--- src/rtl/pipe_hazard_ctrl_if.sv ---
// ID-stage request and hazard/forward response bundle for pipe_hazard_ctrl.
// Optional perf counters (PIPE_PERF_CNT_EN) ride on the same bundle.
interface pipe_hazard_ctrl_if #(
  parameter int REG_AW     = 5,
  parameter int NUM_STAGES = 3
);
  localparam int FWD_W = $clog2(NUM_STAGES);

  logic              id_valid;
  logic [REG_AW-1:0] id_rs;
  logic [REG_AW-1:0] id_rt;
  logic              id_use_rs;
  logic              id_use_rt;
  logic [REG_AW-1:0] id_dest;
  logic              id_reg_write;
  logic              id_mem_read;
  logic              id_is_branch;
  logic              id_br_taken;
  logic              mem_ready;

  logic              stall_if_id;
  logic              bubble_ex;
  logic              flush_if_id;
  logic [FWD_W-1:0]  fwd_a;
  logic [FWD_W-1:0]  fwd_b;
  logic [1:0]        pipe_state;
`ifdef PIPE_PERF_CNT_EN
  logic [31:0]       stall_cnt;
  logic [31:0]       memw_cnt;
`endif

  modport master (
    output id_valid, id_rs, id_rt, id_use_rs, id_use_rt, id_dest,
           id_reg_write, id_mem_read, id_is_branch, id_br_taken, mem_ready,
`ifdef PIPE_PERF_CNT_EN
    input  stall_cnt, memw_cnt,
`endif
    input  stall_if_id, bubble_ex, flush_if_id, fwd_a, fwd_b, pipe_state
  );

  modport slave (
    input  id_valid, id_rs, id_rt, id_use_rs, id_use_rt, id_dest,
           id_reg_write, id_mem_read, id_is_branch, id_br_taken, mem_ready,
`ifdef PIPE_PERF_CNT_EN
    output stall_cnt, memw_cnt,
`endif
    output stall_if_id, bubble_ex, flush_if_id, fwd_a, fwd_b, pipe_state
  );
endinterface

--- src/rtl/pipe_hazard_ctrl.sv ---
// Hazard, forwarding and flush controller for the MIPS pipeline; shadows in-flight writes.
// Define PIPE_PERF_CNT_EN to add HAZ/MEMW cycle counters (stall_cnt, memw_cnt).
module pipe_hazard_ctrl #(
  parameter int REG_AW         = 5,
  parameter int NUM_STAGES     = 3,
  parameter int LOAD_READY_STG = 2
) (
  input  logic             clk,
  input  logic             reset,
  pipe_hazard_ctrl_if.slave bus
);
  localparam int FWD_W = $clog2(NUM_STAGES);

  typedef enum logic [1:0] {
    ST_RUN  = 2'd0,
    ST_HAZ  = 2'd1,
    ST_MEMW = 2'd2
  } state_e;

  typedef struct packed {
    logic              valid;
    logic [REG_AW-1:0] dest;
    logic              wr;
    logic              ld;
  } slot_t;

  slot_t             slots [NUM_STAGES];
  logic [REG_AW-1:0] ex_rs, ex_rt;
  state_e            state_q, state_d;
  logic              load_use, br_hit, haz;
  logic [FWD_W-1:0]  fwd_a_d, fwd_b_d;

  function automatic logic writes(input slot_t s, input logic [REG_AW-1:0] r);
    return s.valid & s.wr & (s.dest == r) & (r != '0);
  endfunction

  // NOTE: every always_comb output gets a default first so no path can infer a latch.
  always_comb begin
    load_use = 1'b0;
    br_hit   = 1'b0;
    for (int k = 0; k < NUM_STAGES; k++) begin
      if ((k + 1 < LOAD_READY_STG) && slots[k].ld) begin
        if (bus.id_use_rs && writes(slots[k], bus.id_rs)) load_use = 1'b1;
        if (bus.id_use_rt && writes(slots[k], bus.id_rt)) load_use = 1'b1;
      end
      // WB slot is excluded: the register file writes before ID reads.
      if (k <= NUM_STAGES - 2) begin
        if (bus.id_use_rs && writes(slots[k], bus.id_rs)) br_hit = 1'b1;
        if (bus.id_use_rt && writes(slots[k], bus.id_rt)) br_hit = 1'b1;
      end
    end
    haz = bus.id_valid & (load_use | (bus.id_is_branch & br_hit));
  end

  always_comb begin
    state_d = ST_RUN;
    if (!bus.mem_ready) state_d = ST_MEMW;
    else if (haz)       state_d = ST_HAZ;
  end

  // Gated by reset so a stall drops the instant reset asserts, even with mem_ready low.
  assign bus.stall_if_id = reset & (state_d != ST_RUN);
  assign bus.bubble_ex   = reset & (state_d == ST_HAZ);
  assign bus.flush_if_id = reset & (state_d == ST_RUN) & bus.id_valid
                         & bus.id_is_branch & bus.id_br_taken;

  // Scan oldest to youngest so the nearest producer overwrites older ones.
  always_comb begin
    fwd_a_d = '0;
    fwd_b_d = '0;
    if (slots[0].valid) begin
      for (int k = NUM_STAGES - 1; k >= 1; k--) begin
        if (writes(slots[k], ex_rs)) fwd_a_d = FWD_W'(k);
        if (writes(slots[k], ex_rt)) fwd_b_d = FWD_W'(k);
      end
    end
  end

  assign bus.fwd_a      = fwd_a_d;
  assign bus.fwd_b      = fwd_b_d;
  assign bus.pipe_state = state_q;

  always_ff @(posedge clk or negedge reset) begin
    if (!reset) state_q <= ST_RUN;
    else        state_q <= state_d;
  end

  // NOTE: the slot array is control state, not a datapath RAM, so every entry is reset.
  always_ff @(posedge clk or negedge reset) begin
    if (!reset) begin
      for (int k = 0; k < NUM_STAGES; k++) slots[k] <= '0;
      ex_rs <= '0;
      ex_rt <= '0;
    end else if (state_d != ST_MEMW) begin
      for (int k = 1; k < NUM_STAGES; k++) slots[k] <= slots[k-1];
      if (state_d == ST_HAZ) begin
        slots[0] <= '0;
      end else begin
        slots[0] <= '{valid: bus.id_valid, dest: bus.id_dest,
                      wr: bus.id_reg_write, ld: bus.id_mem_read};
        ex_rs    <= bus.id_rs;
        ex_rt    <= bus.id_rt;
      end
    end
  end

`ifdef PIPE_PERF_CNT_EN
  logic [31:0] stall_cnt_q, memw_cnt_q;

  always_ff @(posedge clk or negedge reset) begin
    if (!reset) begin
      stall_cnt_q <= '0;
      memw_cnt_q  <= '0;
    end else begin
      if (state_d == ST_HAZ)  stall_cnt_q <= stall_cnt_q + 32'd1;
      if (state_d == ST_MEMW) memw_cnt_q  <= memw_cnt_q + 32'd1;
    end
  end

  assign bus.stall_cnt = stall_cnt_q;
  assign bus.memw_cnt  = memw_cnt_q;
`endif
endmodule
--- src/flat_wrapper.sv ---
// flat-port wrapper written by rule: the top's interface ports become plain ports
module pipe_hazard_ctrl_flat 
#(
  parameter int REG_AW         = 5,
  parameter int NUM_STAGES     = 3,
  parameter int LOAD_READY_STG = 2
)
  (clk, reset, bus_id_valid, bus_id_rs, bus_id_rt, bus_id_use_rs, bus_id_use_rt, bus_id_dest, bus_id_reg_write, bus_id_mem_read, bus_id_is_branch, bus_id_br_taken, bus_mem_ready, bus_stall_if_id, bus_bubble_ex, bus_flush_if_id, bus_fwd_a, bus_fwd_b, bus_pipe_state);
  pipe_hazard_ctrl_if #(.REG_AW(REG_AW), .NUM_STAGES(NUM_STAGES)) bus_i ();
  input  logic clk;
  input  logic reset;
  input wire logic [$bits(bus_i.id_valid)-1:0] bus_id_valid;
  input wire logic [$bits(bus_i.id_rs)-1:0] bus_id_rs;
  input wire logic [$bits(bus_i.id_rt)-1:0] bus_id_rt;
  input wire logic [$bits(bus_i.id_use_rs)-1:0] bus_id_use_rs;
  input wire logic [$bits(bus_i.id_use_rt)-1:0] bus_id_use_rt;
  input wire logic [$bits(bus_i.id_dest)-1:0] bus_id_dest;
  input wire logic [$bits(bus_i.id_reg_write)-1:0] bus_id_reg_write;
  input wire logic [$bits(bus_i.id_mem_read)-1:0] bus_id_mem_read;
  input wire logic [$bits(bus_i.id_is_branch)-1:0] bus_id_is_branch;
  input wire logic [$bits(bus_i.id_br_taken)-1:0] bus_id_br_taken;
  input wire logic [$bits(bus_i.mem_ready)-1:0] bus_mem_ready;
  output wire logic [$bits(bus_i.stall_if_id)-1:0] bus_stall_if_id;
  output wire logic [$bits(bus_i.bubble_ex)-1:0] bus_bubble_ex;
  output wire logic [$bits(bus_i.flush_if_id)-1:0] bus_flush_if_id;
  output wire logic [$bits(bus_i.fwd_a)-1:0] bus_fwd_a;
  output wire logic [$bits(bus_i.fwd_b)-1:0] bus_fwd_b;
  output wire logic [$bits(bus_i.pipe_state)-1:0] bus_pipe_state;
  assign bus_i.id_valid = bus_id_valid;
  assign bus_i.id_rs = bus_id_rs;
  assign bus_i.id_rt = bus_id_rt;
  assign bus_i.id_use_rs = bus_id_use_rs;
  assign bus_i.id_use_rt = bus_id_use_rt;
  assign bus_i.id_dest = bus_id_dest;
  assign bus_i.id_reg_write = bus_id_reg_write;
  assign bus_i.id_mem_read = bus_id_mem_read;
  assign bus_i.id_is_branch = bus_id_is_branch;
  assign bus_i.id_br_taken = bus_id_br_taken;
  assign bus_i.mem_ready = bus_mem_ready;
  assign bus_stall_if_id = bus_i.stall_if_id;
  assign bus_bubble_ex = bus_i.bubble_ex;
  assign bus_flush_if_id = bus_i.flush_if_id;
  assign bus_fwd_a = bus_i.fwd_a;
  assign bus_fwd_b = bus_i.fwd_b;
  assign bus_pipe_state = bus_i.pipe_state;
  pipe_hazard_ctrl #(.REG_AW(REG_AW), .NUM_STAGES(NUM_STAGES), .LOAD_READY_STG(LOAD_READY_STG)) u_core (.clk(clk), .reset(reset), .bus(bus_i));
endmodule
--- config.mk ---
export PLATFORM = sky130hd
export DESIGN_NAME = pipe_hazard_ctrl_flat
export DESIGN_NICKNAME = d
export VERILOG_FILES = /design/src/rtl/pipe_hazard_ctrl_if.sv /design/src/rtl/pipe_hazard_ctrl.sv /design/src/flat_wrapper.sv
export SDC_FILE = /design/constraint.sdc
export NUM_CORES = 1
export LEC_CHECK = 0
export BUFFER_PORTS_ARGS = -buffer_cell sky130_fd_sc_hd__buf_2
export CAP_MARGIN = 20
export CORE_MARGIN = 3
export CORE_UTILIZATION = 30
export CTS_BUF_LIST = sky130_fd_sc_hd__clkbuf_16
export CTS_CLUSTER_SIZE = 28
export DETAILED_ROUTE_END_ITERATION = 8
export GPL_TIMING_DRIVEN = 0
export PLACE_DENSITY = 0.51
export SLEW_MARGIN = 10
export SYNTH_ARGS = -nofsm -noshare
export SYNTH_HDL_FRONTEND = slang
export SYNTH_SLANG_ARGS = --single-unit
--- constraint.sdc ---
create_clock -name clk -period 4 [get_ports clk]
set_input_delay 1.2 -clock clk [delete_from_list [all_inputs] [get_ports clk]]
set_output_delay 1.2 -clock clk [all_outputs]
set_load 0.05 [all_outputs]
==> impl_metrics.json <==
{
  "area_of_combinational_cells_with_multiple_inputs_um2": 1116,
  "share_of_final_layout_standard_cells_stronger_than_drive_strength_1_pct": 32.29,
  "grt_pass1_vias": 1615,
  "timing.rr.end": "u_core.ex_rt[4]",
  "mostFrequentLayoutCells": "sky130_fd_sc_hd__xnor2_1 (36), sky130_fd_sc_hd__dfrtp_1 (34), sky130_fd_sc_hd__buf_2 (23)",
  "register_area_um2": 850.8,
  "synthDistinctLibCells": 26,
  "clk_pin_slew_ns": 0.05,
  "synthCells": 178,
  "report.final.setup_viol": 3,
  "num-nets-final": 247,
  "power.static_leakage_nw": 0.9967,
  "worst-endpoint-required_ns": 2.80,
  "crit_path_frequent_cell": "sky130_fd_sc_hd__buf_6",
  "ys_top_cells_by_area": "sky130_fd_sc_hd__dfrtp_1 (44%), sky130_fd_sc_hd__xnor2_1 (16%), sky130_fd_sc_hd__mux2_2 (8.2%)",
  "die_w_um": 86.09,
  "drc": 0,
  "post_synth.cell_area_avg_um2": 10.81,
  "synth_area_leader_cell": "sky130_fd_sc_hd__dfrtp_1",
  "cts_tree": "done",
  "layout_commonest_cell": "sky130_fd_sc_hd__xnor2_1",
  "slew_headroom_pct": 46.76,
  "r2r_setup_slack_ns": 1.75,
  "fin_util_pct": 41.16,
  "pin_count": 34,
  "antenna_found_initial": 0,
  "fin_crit_ns": 4.072,
  "final-max-slew-violation-count": 0,
  "critical-path-slowest-cell": "sky130_fd_sc_hd__or4_4",
  "fmaxAchievable_mhz": 245.6,
  "worst_ep_arrival_time_ns": 2.87,
  "dp_hpwl_mm": 3.513,
  "leftover_overflow_at_the_end_of_global_routing": 0,
  "routed_wire_length_per_instance_um": 16.14,
  "timing.final.ws_setup_ns": -0.07183,
  "gr-usage-all-layers_pct": 14.28,
  "yosysTopAreaCellShare_pct": 44.21,
  "async_flop_share_pct": 100.0,
  "clock_tree.htree_level_count": 2,
  "number_of_clock_buffers_inserted_by_tritoncts": 5,
  "dr.first_iter.drc_count": 26,
  "hold_path_depth": 1,
  "path_class": "primary input to output pin",
  "die-area_um2": 7411,
  "clk_path_buf_depth": 2,
  "worst_hold_path.endpoint": "u_core.slots[7]",
  "route.antenna.remaining_nets": 0,
  "critical_path.startpoint_type": "primary input",
  "critical_path.max_fanout": 3,
  "filler_cell_count": 606,
  "portBuffers": 32,
  "fin_worst_skew_ns": 0.003165,
  "power_mw": 1.009,
  "die_h_um": 86.09,
  "violations": "setup timing",
  "avgViaCountPerCell": 5.030,
  "row_count": 28,
  "logic_depth_of_the_worst_register_to_register_path": 8,
  "max-cap-violations": 0,
  "finalHoldViolations": 0,
  "hold_path.class": "flip-flop to flip-flop",
  "antennaDiodeCount": 0,
  "run_status": "finished, violations left",
  "endpoint_kind": "output pin",
  "synth-seq-cells": 34,
  "syn_area_um2": 1924,
  "holdCritStartpoint": "u_core.slots[7]",
  "grt_first_pass_wirelength_mm": 8.079,
  "worst_r2r_src": "u_core.slots[12]",
  "fin_crit_sh_pct": 101.8,
  "peakVddDrop_uv": 222.0,
  "clock_insertion_delay_at_the_later_pin_of_the_skew_report_ns": 0.27,
  "totalWireLength_mm": 4.810,
  "hold_buffers": 0,
  "placeableCoreArea_um2": 6061,
  "syn_nets": 203,
  "route.vias.total": 1499,
  "critical_path.startpoint": "bus_id_rt[4]",
  "warnings_synthesis": 0,
  "grt_setup_unrepaired": "yes",
  "worstMarginPinSlew_ns": 0.7987,
  "synth_edf_count": 0,
  "clock_sinks": 34,
  "critical_path.cell_chain": "buf_8 > or4_4 > nor2_4 > nor3_2 > a41oi_2 > o211a_1 > buf_6 > nor2b_4 > buf_6",
  "cts_root_buffer": "sky130_fd_sc_hd__clkbuf_16",
  "globalplace.congestion": 0.8066,
  "ys_dominant_reg_cell": "sky130_fd_sc_hd__dfrtp_1",
  "drtPass1Iterations": 4,
  "stage_delay_of_the_slowest_cell_on_the_critical_path_ns": 0.56,
  "power_per_cell_area_nw_per_um2": 404.6,
  "start_util_pct": 31.75,
  "seq_area_frac_synth_pct": 44.21,
  "syn2layout_area_growth_pct": 29.65,
  "grt_max_degree": 38
}
## synthesized netlist by cell type, types with 5 or more instances
| cell type | count |
|---|---|
| sky130_fd_sc_hd__nor2_1 | 7 |
| sky130_fd_sc_hd__xnor2_1 | 36 |
| sky130_fd_sc_hd__nor4_1 | 5 |
| sky130_fd_sc_hd__mux2_1 | 10 |
| sky130_fd_sc_hd__clkbuf_1 | 7 |
| sky130_fd_sc_hd__nand4_1 | 9 |
| sky130_fd_sc_hd__nand2_1 | 11 |
| sky130_fd_sc_hd__mux2_2 | 14 |
| sky130_fd_sc_hd__dfrtp_1 | 34 |
| sky130_fd_sc_hd__nand3_1 | 7 |
| sky130_fd_sc_hd__o2bb2ai_1 | 8 |
## layer usage
layer | up-vias | track usage, % | share of wire [%]
met1 | 735 | 17.64 | 47
met4 | 0 | 4.317 | 1.2
met2 | 35 | 24.53 | 47
met3 | 5 | 3.458 | 4.7
met5 | - | 0 | 0
li1 | 724 | - | -
## worst max-delay path by stage
stage	endpoint	slack, ns
final	bus_stall_if_id	-0.07
after global routing	bus_stall_if_id	-0.12
after CTS	bus_stall_if_id	-0.02
after detailed placement	bus_flush_if_id	-0.30
after global placement	bus_flush_if_id	-0.33
after floorplan	bus_flush_if_id	-0.003
## power breakdown
part           internal [mW]  switching (mW)
registers              0.385          0.0465
clock network          0.225           0.134
logic                  0.114           0.105
## registers in the layout (all words and copies together), names as in the netlist
register	flops
u_core.slots	22
u_core.bus.pipe_state	2
u_core.ex_rs	5
u_core.ex_rt	5
## critical path, delay by kind of cell
kind / cells / cell delay [ns]
and+or+nand+nor: 4 / 0.75
AOI/OAI and AO/OA: 2 / 0.54
buffers and inverters: 3 / 0.37
## metrics by stage
step	setup slack [ns]	hold slack, ns	area [µm²]	setup TNS, ns	std cells
after floorplan	-0.003046	0.4716	1938	-0.003046	178
after detailed placement	-0.3033	0.4947	2192	-0.5485	285
after CTS	-0.02372	0.5074	2444	-0.02770	296
after global routing	-0.1221	0.5202	2495	-0.2349	298
final	-0.07183	0.5059	2495	-0.07771	298
after global placement	-0.3282	0.4852	2192	-0.6322	285
## repair_timing
item | in CTS | in global routing
buffers inserted | 3 | 2
pin swaps | 5 | 4
setup endpoints to repair | 3 | 3
resized for setup | 24 | 14
## logic make-up (layout without fill, tap and decap cells)
logic type	after synthesis	after routing	synth area share [%]
buf+inv	10	55	2.341
simple gates	53	53	14.43
mux	24	24	14.04
flops	34	34	44.21
xor+xnor	40	40	18.21
compound gates	17	17	6.762
## final cells by class
type	count	share of cell area, %
clock inverter	3	0.5015
multi-input combinational	134	44.73
inverter	1	0.1505
tap	75	3.761
sequential	34	34.10
buffer	9	1.705
clock buffer	5	5.015
timing repair buffer	37	10.03
No activity file was read; power rests on OpenSTA's default activity.
